**src/rtl/mc_ctrl.sv**
```systemverilog
// mc_ctrl: multi-cycle MIPS controller sequencing IF/ID/EX/MEM/WB over a
// shared ALU and one unified memory port with a ready handshake.
module mc_ctrl #(
  parameter int TIMEOUT = 255
) (
  input  logic       clk,
  input  logic       rst,
  input  logic [5:0] Op,
  input  logic [5:0] Funct,
  input  logic       Zero,
  input  logic       mem_ready,
  output logic       PCWrite,
  output logic       IRWrite,
  output logic       IorD,
  output logic       MemRead,
  output logic       MemWrite,
  output logic       RegWrite,
  output logic       ALUSrcA,
  output logic [1:0] ALUSrcB,
  output logic       EXTOp,
  output logic [4:0] ALUOp,
  output logic [3:0] NPCOp,
  output logic [1:0] GPRSel,
  output logic [1:0] WDSel,
  output logic [3:0] LOADSel,
  output logic       instr_done,
  output logic       trap,
  output logic [2:0] state
);

  typedef enum logic [2:0] {
    S_IF   = 3'd0,
    S_ID   = 3'd1,
    S_EX   = 3'd2,
    S_MEM  = 3'd3,
    S_WB   = 3'd4,
    S_TRAP = 3'd7
  } state_t;

  typedef enum logic [3:0] {
    C_RALU, C_IALU, C_LOAD, C_STORE, C_BR,
    C_J, C_JR, C_JAL, C_JALR, C_ILL
  } cls_t;

  localparam logic [4:0] ALU_NOP  = 5'd0;
  localparam logic [4:0] ALU_ADD  = 5'd1;
  localparam logic [4:0] ALU_SUB  = 5'd2;
  localparam logic [4:0] ALU_AND  = 5'd3;
  localparam logic [4:0] ALU_OR   = 5'd4;
  localparam logic [4:0] ALU_SLT  = 5'd5;
  localparam logic [4:0] ALU_SLTU = 5'd6;
  localparam logic [4:0] ALU_SLL  = 5'd7;
  localparam logic [4:0] ALU_NOR  = 5'd8;
  localparam logic [4:0] ALU_LUI  = 5'd9;
  localparam logic [4:0] ALU_SRL  = 5'd10;

  localparam logic [7:0] W_TO  = 8'(TIMEOUT);
  localparam bit         TO_EN = (TIMEOUT != 0);

  state_t     r_state, w_nxt;
  cls_t       r_cls, w_cls;
  logic [4:0] r_aluop, w_aluop;
  logic       r_ext, w_ext;
  logic       r_bne, w_bne;
  logic [3:0] r_lsel, w_lsel;
  logic [7:0] r_cnt;
  logic       w_to, w_wait, w_alu_cls, w_hold;

  always_comb begin
    w_cls   = C_ILL;
    w_aluop = ALU_NOP;
    w_ext   = 1'b0;
    w_lsel  = 4'd0;
    w_bne   = 1'b0;
    case (Op)
      6'h00: begin
        w_cls = C_RALU;
        case (Funct)
          6'h20, 6'h21: w_aluop = ALU_ADD;
          6'h22, 6'h23: w_aluop = ALU_SUB;
          6'h24:        w_aluop = ALU_AND;
          6'h25:        w_aluop = ALU_OR;
          6'h27:        w_aluop = ALU_NOR;
          6'h2A:        w_aluop = ALU_SLT;
          6'h2B:        w_aluop = ALU_SLTU;
          6'h00:        w_aluop = ALU_SLL;
          6'h02:        w_aluop = ALU_SRL;
          6'h08:        w_cls   = C_JR;
          6'h09:        w_cls   = C_JALR;
          default:      w_cls   = C_ILL;
        endcase
      end
      6'h02: w_cls = C_J;
      6'h03: w_cls = C_JAL;
      6'h04: w_cls = C_BR;
      6'h05: begin
        w_cls = C_BR;
        w_bne = 1'b1;
      end
      6'h08, 6'h09: begin
        w_cls = C_IALU; w_aluop = ALU_ADD; w_ext = 1'b1;
      end
      6'h0A: begin
        w_cls = C_IALU; w_aluop = ALU_SLT; w_ext = 1'b1;
      end
      6'h0B: begin
        w_cls = C_IALU; w_aluop = ALU_SLTU; w_ext = 1'b1;
      end
      6'h0C: begin
        w_cls = C_IALU; w_aluop = ALU_AND; w_ext = 1'b1;
      end
      6'h0D: begin
        w_cls = C_IALU; w_aluop = ALU_OR;
      end
      6'h0F: begin
        w_cls = C_IALU; w_aluop = ALU_LUI;
      end
      6'h23, 6'h20, 6'h24, 6'h21: begin
        w_cls   = C_LOAD;
        w_aluop = ALU_ADD;
        w_ext   = 1'b1;
        w_lsel  = (Op == 6'h23) ? 4'd0 :
                  (Op == 6'h20) ? 4'd1 :
                  (Op == 6'h24) ? 4'd2 : 4'd3;
      end
      6'h2B: begin
        w_cls = C_STORE; w_aluop = ALU_ADD; w_ext = 1'b1;
      end
      default: w_cls = C_ILL;
    endcase
  end

  always_ff @(posedge clk or posedge rst) begin
    if (rst) r_state <= S_IF;
    else     r_state <= w_nxt;
  end

  // Decoded class is held so Op/Funct may change after ID.
  always_ff @(posedge clk or posedge rst) begin
    if (rst) begin
      r_cnt   <= 8'd0;
      r_cls   <= C_ILL;
      r_aluop <= ALU_NOP;
      r_ext   <= 1'b0;
      r_bne   <= 1'b0;
      r_lsel  <= 4'd0;
    end else begin
      if (w_nxt != r_state)
        r_cnt <= 8'd0;
      else if (w_wait && r_cnt != 8'hFF)
        r_cnt <= r_cnt + 8'd1;
      if (r_state == S_ID) begin
        r_cls   <= w_cls;
        r_aluop <= w_aluop;
        r_ext   <= w_ext;
        r_bne   <= w_bne;
        r_lsel  <= w_lsel;
      end
    end
  end

  assign w_wait = (r_state == S_IF || r_state == S_MEM) && !mem_ready;
  assign w_to   = TO_EN && (r_cnt == W_TO);
  assign w_alu_cls = (r_cls == C_RALU) || (r_cls == C_IALU) ||
                     (r_cls == C_LOAD) || (r_cls == C_STORE);
  assign w_hold = !rst && (r_state == S_EX || r_state == S_WB ||
                           (r_state == S_MEM && !w_to));
  assign state  = r_state;

  always_comb begin
    PCWrite    = 1'b0;
    IRWrite    = 1'b0;
    IorD       = 1'b0;
    MemRead    = 1'b0;
    MemWrite   = 1'b0;
    RegWrite   = 1'b0;
    ALUSrcA    = 1'b0;
    ALUSrcB    = 2'b00;
    EXTOp      = 1'b0;
    ALUOp      = ALU_NOP;
    NPCOp      = 4'd0;
    GPRSel     = 2'b00;
    WDSel      = 2'b00;
    LOADSel    = 4'd0;
    instr_done = 1'b0;
    trap       = 1'b0;
    w_nxt      = r_state;
    if (w_hold && w_alu_cls) begin
      ALUSrcA = 1'b1;
      ALUSrcB = (r_cls == C_RALU) ? 2'b00 : 2'b10;
      EXTOp   = r_ext;
      ALUOp   = r_aluop;
      LOADSel = r_lsel;
    end
    if (!rst) begin
      unique case (r_state)
        S_IF: begin
          if (w_to) begin
            w_nxt = S_TRAP;
          end else begin
            MemRead = 1'b1;
            ALUSrcB = 2'b01;
            ALUOp   = ALU_ADD;
            IRWrite = mem_ready;
            PCWrite = mem_ready;
            if (mem_ready) w_nxt = S_ID;
          end
        end
        S_ID: w_nxt = (w_cls == C_ILL) ? S_TRAP : S_EX;
        S_EX: begin
          unique case (r_cls)
            C_RALU, C_IALU: w_nxt = S_WB;
            C_LOAD, C_STORE: w_nxt = S_MEM;
            C_BR: begin
              ALUSrcA    = 1'b1;
              ALUOp      = ALU_SUB;
              NPCOp      = 4'd1;
              PCWrite    = r_bne ? !Zero : Zero;
              instr_done = 1'b1;
              w_nxt      = S_IF;
            end
            C_J, C_JAL: begin
              PCWrite    = 1'b1;
              NPCOp      = 4'd2;
              RegWrite   = (r_cls == C_JAL);
              WDSel      = (r_cls == C_JAL) ? 2'b10 : 2'b00;
              GPRSel     = (r_cls == C_JAL) ? 2'b10 : 2'b00;
              instr_done = 1'b1;
              w_nxt      = S_IF;
            end
            C_JR, C_JALR: begin
              PCWrite    = 1'b1;
              NPCOp      = (r_cls == C_JR) ? 4'd3 : 4'd4;
              RegWrite   = (r_cls == C_JALR);
              WDSel      = (r_cls == C_JALR) ? 2'b10 : 2'b00;
              instr_done = 1'b1;
              w_nxt      = S_IF;
            end
            default: w_nxt = S_TRAP;
          endcase
        end
        S_MEM: begin
          if (w_to) begin
            w_nxt = S_TRAP;
          end else begin
            IorD = 1'b1;
            if (r_cls == C_LOAD) begin
              MemRead = 1'b1;
              if (mem_ready) w_nxt = S_WB;
            end else begin
              MemWrite = 1'b1;
              if (mem_ready) begin
                instr_done = 1'b1;
                w_nxt      = S_IF;
              end
            end
          end
        end
        S_WB: begin
          RegWrite   = 1'b1;
          GPRSel     = (r_cls == C_RALU) ? 2'b00 : 2'b01;
          WDSel      = (r_cls == C_LOAD) ? 2'b01 : 2'b00;
          instr_done = 1'b1;
          w_nxt      = S_IF;
        end
        S_TRAP: trap = 1'b1;
        default: w_nxt = S_TRAP;
      endcase
    end
  end

endmodule

```
**config.mk**
```make
export PLATFORM = sky130hd
export DESIGN_NAME = mc_ctrl
export DESIGN_NICKNAME = d
export VERILOG_FILES = /design/src/rtl/mc_ctrl.sv
export SDC_FILE = /design/constraint.sdc
export NUM_CORES = 1
export LEC_CHECK = 0
export CORE_MARGIN = 2
export CORE_UTILIZATION = 50
export CTS_BUF_LIST = sky130_fd_sc_hd__clkbuf_8
export DETAILED_ROUTE_END_ITERATION = 10
export DONT_BUFFER_PORTS = 1
export PLACE_DENSITY_LB_ADDON = 0.05
export SLEW_MARGIN = 20
export SYNTH_ARGS = -nofsm -noshare
export SYNTH_HDL_FRONTEND = slang
export SYNTH_SLANG_ARGS = --single-unit
```
**constraint.sdc**
```tcl
create_clock -name clk -period 3.72 [get_ports clk]
set_input_delay 0.558 -clock clk [delete_from_list [all_inputs] [get_ports clk]]
set_output_delay 0.558 -clock clk [all_outputs]
set_load 0.03 [all_outputs]
```
### Word level (Yosys, flattened, before mapping)

Index checks and enable logic that the tools add are counted.
Widths: inputs -> output; s select.

* word-level logic and storage cells: 168
* bits in registers: 26

* add/sub/neg operators: 1
* multiplexer cells: 81
* equality and inequality tests: 45
* reductions and logical operators: 34

Operators by type and width (number)
* $eq 6x6->1 const B: 14
* $pmux 4 s7: 2
* $eq 6x4->1 const B: 9
* $pmux 4 s9: 1
* $mux 1: 33
* $mux 3: 11
* $mux 2: 13
* $mux 5: 4
* $eq 6x2->1 const B: 3
* $pmux 3 s3: 2
* $pmux 3 s6: 1
* $eq 4x3->1 const B: 4
* $mux 8: 2
* $reduce_or 2->1: 7
* $reduce_or 7->1: 2
* $eq 6x3->1 const B: 2
* $logic_not 6->1: 2
* $pmux 2 s2: 3
* $pmux 4 s3: 1
* $reduce_or 11->1: 1
* $pmux 1 s2: 5
* $pmux 5 s2: 1
* $reduce_or 10->1: 1
* $add 8x1->8 const B: 1
* other kinds (19): 36

### Longest topological paths before layout

Gate-level depths: netlist (run 1).

* depth after elaboration: 10
* gate-level depth with buffers: 8
* mapped depth without buffers: 7

### Least setup slack after synthesis (run 1)

No wires, ideal clock.

* path type: register -> output
* start point: register r_cnt[0]
* end point: output PCWrite
* data required time: 3.162 ns
* data arrival time: 2.251 ns
* stages on the path, launching flop included: 7
* path buffers: 1
* setup slack: 0.911 ns
* cell sequence: dfrtp_1 ha_1 and3_1 clkbuf_1 nand3_1 a21oi_1 nor4b_1

* word-level cells in the longest chain between the ends: 4

Ends and longest elaborated chain
* start: declaration: RTL line 66 `logic [7:0] r_cnt;`
* start signal: assignment: RTL line 151 `r_cnt <= r_cnt + 8'd1;`
* $eq 8x8->1: RTL line 163 `assign w_to = TO_EN && (r_cnt == W_TO);`
* $mux 1: RTL line 198 `if (w_to) begin`
* $pmux 1 s2: RTL line 196 `unique case (r_state)`
* $mux 1: RTL line 195 `if (!rst) begin`
* end: declaration: RTL line 12 `output logic PCWrite,`

Every way passes these cells.

### Worst setup path after layout (run 1)

* start point: register r_cnt[0]
* end point: output LOADSel[0]

* word-level cells in the longest chain between the ends: 7

Ends and longest elaborated chain
* $eq 8x8->1: RTL line 163
* $logic_not 1->1: RTL line 167 `(r_state == S_MEM && !w_to));`
* $logic_and 1x1->1: RTL line 167
* $logic_or 1x1->1: RTL line 166 `assign w_hold = !rst && (r_state == S_EX || r_state == S_WB ||`
* $logic_and 1x1->1: RTL line 166
* $logic_and 1x1->1: RTL line 188 `if (w_hold && w_alu_cls) begin`
* $mux 4: RTL line 188
* end: declaration: RTL line 25 `output logic [3:0] LOADSel,`

Every way passes these cells.

==> results of run 1 <==
per-layer routing:
layer	vias to the layer above	global-route usage	part of all wire
met5	-	0	0
met4	0	0.0705	0.012
met3	6	0.0349	0.054
met2	64	0.343	0.45
met1	947	0.303	0.48
li1	1038	-	-
registers in the layout, summed over array words and instances (netlist names):
register and flops:
r_lsel 2, r_ext 1, r_aluop 4, r_bne 1
r_cnt 8, r_cls 4, state 3
worst max-delay path by stage:
stage	start	to	slack (ps)
5_1_grt	r_cnt[0]	LOADSel[0]	350
2_1_floorplan	r_cnt[0]	PCWrite	910
4_1_cts	r_cnt[0]	LOADSel[0]	530
3_3_place_gp	r_cnt[0]	ALUOp[1]	890
3_5_place_dp	r_cnt[0]	LOADSel[0]	830
6_report	r_cnt[0]	LOADSel[0]	550
synth_stat cells, types with 4 or more instances:
| library cell | number |
|---|---|
| xor2_1 | 7 |
| o21ai_0 | 17 |
| a21oi_1 | 22 |
| nor2b_1 | 4 |
| nand2_1 | 37 |
| and2_1 | 9 |
| nand3_1 | 6 |
| nor2_1 | 38 |
| buf_4 | 4 |
| and3_1 | 4 |
| or2_2 | 4 |
| nand2b_1 | 9 |
| o22ai_1 | 5 |
| inv_1 | 7 |
| buf_2 | 7 |
| mux2i_1 | 4 |
| clkbuf_1 | 12 |
| nor3_1 | 8 |
| xnor2_1 | 5 |
| a211oi_1 | 4 |
| dfrtp_1 | 21 |
cell families (layout without fill, tap and decap cells):
| logic type | after synthesis | in the layout | synth area share |
|---|---|---|---|
| other cells | 1 | 4 | 0.00174 |
| mux | 4 | 4 | 0.0186 |
| buf+inv | 34 | 19 | 0.0737 |
| flops | 23 | 23 | 0.268 |
| simple gates | 139 | 139 | 0.324 |
| compound gates | 82 | 82 | 0.259 |
| xor+xnor | 12 | 12 | 0.0488 |
| fa+ha+maj | 1 | 1 | 0.00580 |
worst max-delay path, cell delays in order, from the launching register on:
cell	delay, ps
dfrtp_1	410
ha_1	210
and3_1	240
and3_1	230
a21oi_1	160
a21oi_1	80
nor4_1	450
buf_4	220
and2_1	340
through the flow:
step                worst slack (ps)  cell area [sq um]  hold WS (ps)  instances  utilization
floorplan                        911               2170           435        299            -
global route                     354               2200           273        334        0.539
CTS                              528               2200           244        334        0.539
global placement                 889               2160           461        330        0.528
detailed placement               825               2160           464        330        0.528
finish                           553               2200           249        334        0.539
area by class of cell:
class                   instances  area (sq um)
clock buffers                   3          41.3
fillers                       422          1880
well taps                      50          62.6
clock inverters                 1          3.75
multi-input cells             242          1430
repair buffers                  8          60.1
inverters                       7          26.3
flip-flops and latches         23           578
power groups by stage:
stage          sequential (mW)  clock (mW)  combinational [mW]
2_1_floorplan            0.385           0               0.463
3_3_place_gp             0.423           0               0.511
3_5_place_dp             0.421           0               0.515
4_1_cts                  0.416       0.155               0.518
5_1_grt                  0.433       0.165               0.579
6_report                 0.417       0.148               0.516
==> metrics.cfg, run 1 <==
[synthesis]
synth_cell_types=62
synth_area_leaders=dfrtp_1, nor2_1, nand2_1
synth_cells=296
netlist_area_sq_um=2160
async_flop_share=1.00
synth_edf_count=0
yosys_warnings=0
yosysTopAreaCellShare=0.244
synth-seq-cells=23
syn_avg_cell_area_sq_um=7.28
synth-seq-area-share=0.268
yosysTopAreaCell=dfrtp_1
synth_ff_type=dfrtp_1

[power_and_ir_drop]
p_total_mw=1.08
p_int_mw=0.574
swShare=0.469
p_leak_nw=0.877
combPwrFrac=0.477
powerDensity_nw_per_um2=491
power.switching_mw=0.507
p_clk_frac=0.137
sequentialPowerShare=0.386
vdd_drop_max_mv=0.157

[routing]
drc=0
via_per_inst=6.15
drtIter0Drc=130
dr.pass1.iters=4
detail-route-antenna-nets=0
wl_microns=5160
wl_per_cell_microns=15.4
num_vias=2055

[timing]
worst_slew_pin_slew_ps=922
rsz0062_at_grt=no
setup_tns_ps=0
hold_viol_final=0
setup_violations=0
fin_crit_sh=0.851
period_needed_ps=3170
skew_ps=5.05
max_freq_mhz=316
maxSlewHeadroom=0.379
final-max-slew-violation-count=0

[clock_network]
cts_tree=built
h-tree-depth=1
cts_inserted_buffers=3
path_clk_slew_ps=80
cts_setup_buffers=0
postCtsHoldBufs=0
clock_sinks=23
cts_root_buf=clkbuf_8
clock_latency_ps=260
clk_path_buf_depth=2
cts_resized=0

[finish]
mostFrequentLayoutCells=nor2_1, nand2_1, a21oi_1, dfrtp_1, o21ai_0
drive_above_1_share=0.0951
num_antenna_cells=0
nets=302
mostFrequentLayoutCell=nor2_1
area_delta_synth_final_pct=2.15

[floorplanning]
start_util=0.528
core_sq_um=4090
ioPinCount=48
die_w_microns=69.7
die-area_sq_um=4850
dieHeight_microns=69.7
row_count=23

[setup_path]
r2r_end=state[0]
criticalPathCategory=flip-flop to output port
end_kind=output port
cp_max_fo=6
required_ps=3160
r2r_cells=7
cp-start-kind=flip-flop
regToRegStartpoint=state[0]
arrival_ps=2610
r2r_slack_ps=1300

[placed_design]
dp_hpwl_microns=3860
routabilityCongestion=0.872
port_buffers=0

[grt]
grt_max_degree=28
grt_usage=0.217
overflow=0
grt_pass1_wl_microns=8800
grt_pass1_vias=1878
antenna_found_initial=0

[run_status]
status=finished, final reports clean

[min_path]
min_path_type=input port to asynchronous set/reset pin

[run]
maxCapViolations=0

Power figures use the tool's default switching activity.
==> run 2: changes to the inputs <==
Settings changed: MAX_ROUTING_LAYER set to met4.
==> run 2 against run 1 <==
Non-clock buffer count unchanged. Core utilization unchanged. Register-to-register slack about the same. Worst setup slack improved by 0.55 ps. Clock-buffer cell count unchanged. Clock skew about the same.
==> metrics.cfg, run 2 (synthesis gave the netlist of run 1 again) <==
[setup_path]
startpoint=r_cnt[0]  ; unchanged
arrival_ps=2610  ; about the same
cp-start-kind=flip-flop  ; unchanged
cp_max_fo=6  ; unchanged
criticalPathCategory=flip-flop to output port  ; unchanged
regToRegStartpoint=state[0]  ; unchanged
endpoint=LOADSel[0]  ; unchanged
r2r_slack_ps=1300  ; about the same
end_kind=output port  ; unchanged
required_ps=3160  ; about the same
r2r_end=state[0]  ; unchanged
r2r_cells=7  ; unchanged

[min_path]
min_path_type=input port to asynchronous set/reset pin  ; unchanged

[floorplanning]
die-area_sq_um=4850  ; unchanged
core_sq_um=4090  ; unchanged
start_util=0.528  ; unchanged
dieHeight_microns=69.7  ; unchanged
ioPinCount=48  ; unchanged
die_w_microns=69.7  ; unchanged
row_count=23  ; unchanged

[routing]
wl_per_cell_microns=15.6  ; was 15.4 microns
via_per_inst=6.17  ; was 6.15
detail-route-antenna-nets=0  ; unchanged
wl_microns=5220  ; was 5160 microns
drtIter0Drc=133  ; was 130
dr.pass1.iters=4  ; unchanged
drc=0  ; unchanged
num_vias=2060  ; was 2,055

[power_and_ir_drop]
powerDensity_nw_per_um2=491  ; about the same
vdd_drop_max_mv=0.157  ; about the same
p_leak_nw=0.877  ; unchanged
p_total_mw=1.08  ; about the same

[timing]
final-max-slew-violation-count=0  ; unchanged
worst_slew_pin_slew_ps=923  ; was 922 ps
skew_ps=4.91  ; was 5.05 ps
rsz0062_at_grt=no  ; unchanged
fin_crit_sh=0.851  ; about the same
maxSlewHeadroom=0.378  ; was 0.379
setup_tns_ps=0  ; unchanged
setup_violations=0  ; unchanged
hold_viol_final=0  ; unchanged
max_freq_mhz=316  ; about the same
period_needed_ps=3170  ; about the same

[finish]
mostFrequentLayoutCell=nor2_1  ; unchanged
fin_area_sq_um=2200  ; unchanged
largestRegisters=r_cnt (8), r_aluop (4), r_cls (4)  ; unchanged
num_antenna_cells=0  ; unchanged
mostFrequentLayoutCells=nor2_1, nand2_1, a21oi_1, dfrtp_1, o21ai_0  ; unchanged
regMostFlops=r_cnt  ; unchanged
drive_above_1_share=0.0951  ; unchanged
largest_reg_flops=8  ; unchanged
area_delta_synth_final_pct=2.15  ; unchanged
nets=302  ; unchanged

[grt]
grt_pass1_vias=1883  ; was 1,878
antenna_found_initial=0  ; unchanged
grt_usage=0.223  ; was 0.217
overflow=0  ; unchanged
grt_max_degree=28  ; unchanged
grt_pass1_wl_microns=8820  ; was 8800 microns

[clock_network]
cts_root_buf=clkbuf_8  ; unchanged
postCtsHoldBufs=0  ; unchanged
cts_setup_buffers=0  ; unchanged
clock_latency_ps=260  ; about the same
path_clk_slew_ps=80  ; about the same
cts_inserted_buffers=3  ; unchanged
h-tree-depth=1  ; unchanged
cts_tree=built  ; unchanged
clk_path_buf_depth=2  ; unchanged
cts_resized=0  ; unchanged
clock_sinks=23  ; unchanged

[placed_design]
placed_area_sq_um=2160  ; unchanged
routabilityCongestion=0.886  ; was 0.872
dp_hpwl_microns=3860  ; unchanged
port_buffers=0  ; unchanged

[run]
maxCapViolations=0  ; unchanged

[run_status]
status=finished, final reports clean  ; unchanged

[run 2: cell counts in the layout (fill, tap and decap cells not counted)]
Identical to the previous run, type by type.
[run 2: routing by layer]
| metal | GRT usage | vias to the layer above | part of all wire |
|---|---|---|---|
| met4 | 0.0705 | 0 | 0.012 |
| met2 | 0.343 | 71 | 0.45 |
| li1 | - | 1035 | - |
| met5 | - | - | 0 |
| met3 | 0.0349 | 6 | 0.050 |
| met1 | 0.304 | 948 | 0.49 |
[run 2: where the power goes]
part | total (mW) | switching, mW | internal [mW]
clock | 0.148 | 0.0743 | 0.0736
combinational | 0.516 | 0.337 | 0.179
sequential | 0.418 | 0.0965 | 0.322
[run 2: through the flow]
| stage | hold slack (ps) | setup slack [ps] | cells | utilization |
|---|---|---|---|---|
| finish | 246 | 554 | 334 | 0.539 |
| global route | 273 | 354 | 334 | 0.539 |
| CTS | 244 | 528 | 334 | 0.539 |
| detailed placement | 464 | 825 | 330 | 0.528 |
| global placement | 461 | 889 | 330 | 0.528 |
| floorplan | 435 | 911 | 299 | - |
[run 2: worst min path at each step]
stage	start	end	slack (ps)	cells after the start
finish	rst	r_aluop[1]	250	2
global placement	r_aluop[3]	r_aluop[3]	460	2
detailed placement	r_aluop[2]	r_aluop[2]	460	2
global route	rst	state[1]	270	2
floorplan	r_ext	r_ext	430	2
CTS	rst	state[1]	240	2
[run 2: cell type report]
cell class / count / area [sq um]
clock buffer: 3 / 41.3
clock inverter: 1 / 3.75
fill: 422 / 1880
inverter: 7 / 26.3
multi-input combinational: 242 / 1430
sequential: 23 / 578
tap: 50 / 62.6
timing repair buffer: 8 / 60.1
[run 2: worst max-delay path, stage by stage (launching register included)]
cell     delay [ps]
dfrtp_1         410
ha_1            210
and3_1          240
and3_1          230
a21oi_1         160
a21oi_1          80
nor4_1          450
buf_4           220
and2_1          340
==> run 3: changes to the inputs <==
Settings changed: RECOVER_POWER set to 25.
==> run 3 against run 2 <==
Wire length decreased by 0.25%. Critical endpoint unchanged. Combinational power hardly changed. Register-to-register slack is essentially flat. Worst setup slack better by 7.6 ps. Clock skew is essentially flat. First-iteration DRC count is the same. Largest cell class unchanged. Clock power barely moved. Sequential power about the same. Non-clock buffer count is the same. Sequential share of layout area about the same. Cell count unchanged. Highest routed layer unchanged.
==> metrics.cfg, run 3 (synthesis gave the netlist of run 1 again) <==
[floorplanning]
die-area_sq_um=4850  ; unchanged
row_count=23  ; unchanged
ioPinCount=48  ; unchanged
start_util=0.528  ; unchanged
dieHeight_microns=69.7  ; unchanged
core_sq_um=4090  ; unchanged
die_w_microns=69.7  ; unchanged

[timing]
fin_crit_sh=0.849  ; was 0.851
maxSlewHeadroom=0.0417  ; was 0.378
timing.hold.ws_ps=387  ; was 246 ps
setup_violations=0  ; unchanged
final-max-slew-violation-count=0  ; unchanged
setup_tns_ps=0  ; unchanged
hold_viol_final=0  ; unchanged
skew_ps=5.06  ; was 4.91 ps
worst_slew_pin_slew_ps=1440  ; was 923 ps
setup_slack_ps=561  ; was 554 ps
period_needed_ps=3160  ; was 3170 ps
max_freq_mhz=317  ; was 316 MHz
rsz0062_at_grt=no  ; unchanged

[routing]
wl_per_cell_microns=15.6  ; about the same
drc=0  ; unchanged
via_per_inst=6.18  ; was 6.17
wl_microns=5210  ; was 5220 microns
num_vias=2064  ; was 2,060
drtIter0Drc=133  ; unchanged
detail-route-antenna-nets=0  ; unchanged
dr.pass1.iters=4  ; unchanged

[finish]
area_delta_synth_final_pct=1.97  ; was 2.15%
regMostFlops=r_cnt  ; unchanged
num-fill-cells=423  ; was 422
num_antenna_cells=0  ; unchanged
post-route-util=0.538  ; was 0.539
drive_above_1_share=0.0915  ; was 0.0951
largest_reg_flops=8  ; unchanged
mostFrequentLayoutCell=nor2_1  ; unchanged
nets=302  ; unchanged
mostFrequentLayoutCells=nor2_1, nand2_1, a21oi_1, dfrtp_1, o21ai_0  ; unchanged
largestRegisters=r_cnt (8), r_aluop (4), r_cls (4)  ; unchanged

[min_path]
min_path_type=input port to flip-flop  ; was input port to asynchronous set/reset pin
min_from=Op[2]

[clock_network]
cts_inserted_buffers=3  ; unchanged
clk_path_buf_depth=2  ; unchanged
postCtsHoldBufs=0  ; unchanged
h-tree-depth=1  ; unchanged
cts_tree=built  ; unchanged
path_clk_slew_ps=80  ; about the same
cts_setup_buffers=0  ; unchanged
cts_root_buf=clkbuf_8  ; unchanged
clock_latency_ps=260  ; about the same
clock_sinks=23  ; unchanged
cts_resized=0  ; unchanged

[placed_design]
dp_slack_ps=825  ; unchanged
routabilityCongestion=0.886  ; unchanged
dp_hpwl_microns=3860  ; unchanged
port_buffers=0  ; unchanged

[grt]
antenna_found_initial=0  ; unchanged
grt_pass1_wl_microns=8820  ; unchanged
grt_usage=0.223  ; unchanged
grt_pass1_vias=1883  ; unchanged
overflow=0  ; unchanged
grt_max_degree=28  ; unchanged

[setup_path]
crit_chain=ha_1 -> and3_1 -> and3_1 -> a21oi_1 -> a21oi_1 -> nor4_1 -> buf_4 -> and2_1  ; unchanged
r2r_slack_ps=1290  ; was 1300 ps
required_ps=3160  ; about the same
cp_num_buf_inv=1  ; unchanged
cp-start-kind=flip-flop  ; unchanged
cp_slowest_cell=nor4_1  ; unchanged
startpoint=r_cnt[0]  ; unchanged
end_kind=output port  ; unchanged
cp_top_family=simple AND/OR/NAND/NOR gates  ; unchanged
cp_max_fo=6  ; unchanged
criticalPathCategory=flip-flop to output port  ; unchanged
max_stage_delay_ps=440  ; was 450 ps
regToRegStartpoint=state[0]  ; unchanged
arrival_ps=2600  ; was 2610 ps

[run]
maxCapViolations=0  ; unchanged

[power_and_ir_drop]
vdd_drop_max_mv=0.158  ; was 0.157 mV
powerDensity_nw_per_um2=492  ; was 491 nW/um^2
p_leak_nw=0.873  ; was 0.877 nW

[run_status]
status=finished, final reports clean  ; unchanged

==> run 3: cell count changes in the layout (fill, tap and decap cells not counted) <==
cell      previous run  this run
clkbuf_1             0         1
buf_4                8         7
==> run 3: layer usage <==
| layer | global-route usage | vias to the layer above | part of all wire |
|---|---|---|---|
| met5 | - | - | 0 |
| met4 | 0.0705 | 0 | 0.012 |
| met3 | 0.0349 | 6 | 0.050 |
| met2 | 0.343 | 71 | 0.45 |
| met1 | 0.304 | 950 | 0.49 |
| li1 | - | 1037 | - |
==> run 3: worst paths after layout <==
check                             endpoint  depth (start not counted)
worst max-delay path            LOADSel[0]                          8
worst min-delay path             r_lsel[0]                          1
worst max register to register    state[0]                          7
worst min register to register  r_aluop[2]                          2
max in group asynchronous         state[0]                          2
min in group asynchronous         state[1]                          2
==> run 3: area by class of cell <==
| class | instances | area (sq um) | share of cell area |
|---|---|---|---|
| multi-input cells | 242 | 1430 | 0.651 |
| flip-flops and latches | 23 | 578 | 0.263 |
| well taps | 50 | 62.6 | 0.0285 |
| repair buffers | 8 | 56.3 | 0.0256 |
| clock buffers | 3 | 41.3 | 0.0188 |
| inverters | 7 | 26.3 | 0.0120 |
| clock inverters | 1 | 3.75 | 0.00171 |
==> run 3: power breakdown <==
group | internal (mW) | switching, mW
clock network | 0.0736 | 0.0743
logic | 0.178 | 0.337
registers | 0.322 | 0.0965
total | 0.574 | 0.508
==> run 3: through the flow <==
step / cells / instance area, sq um / power, mW
floorplan: 299 / 2170 / 0.848
detailed placement: 330 / 2160 / 0.936
global route: 334 / 2200 / 1.18
CTS: 334 / 2200 / 1.09
global placement: 330 / 2160 / 0.934
finish: 334 / 2200 / 1.08
==> run 3: worst register-to-register path: stages, from the launching register on <==
cell	delay [ps]
dfrtp_1	490
buf_4	320
nor2b_1	230
nand2_1	420
a211oi_1	370
o31ai_1	170
o2111ai_1	200
o21a_1	160
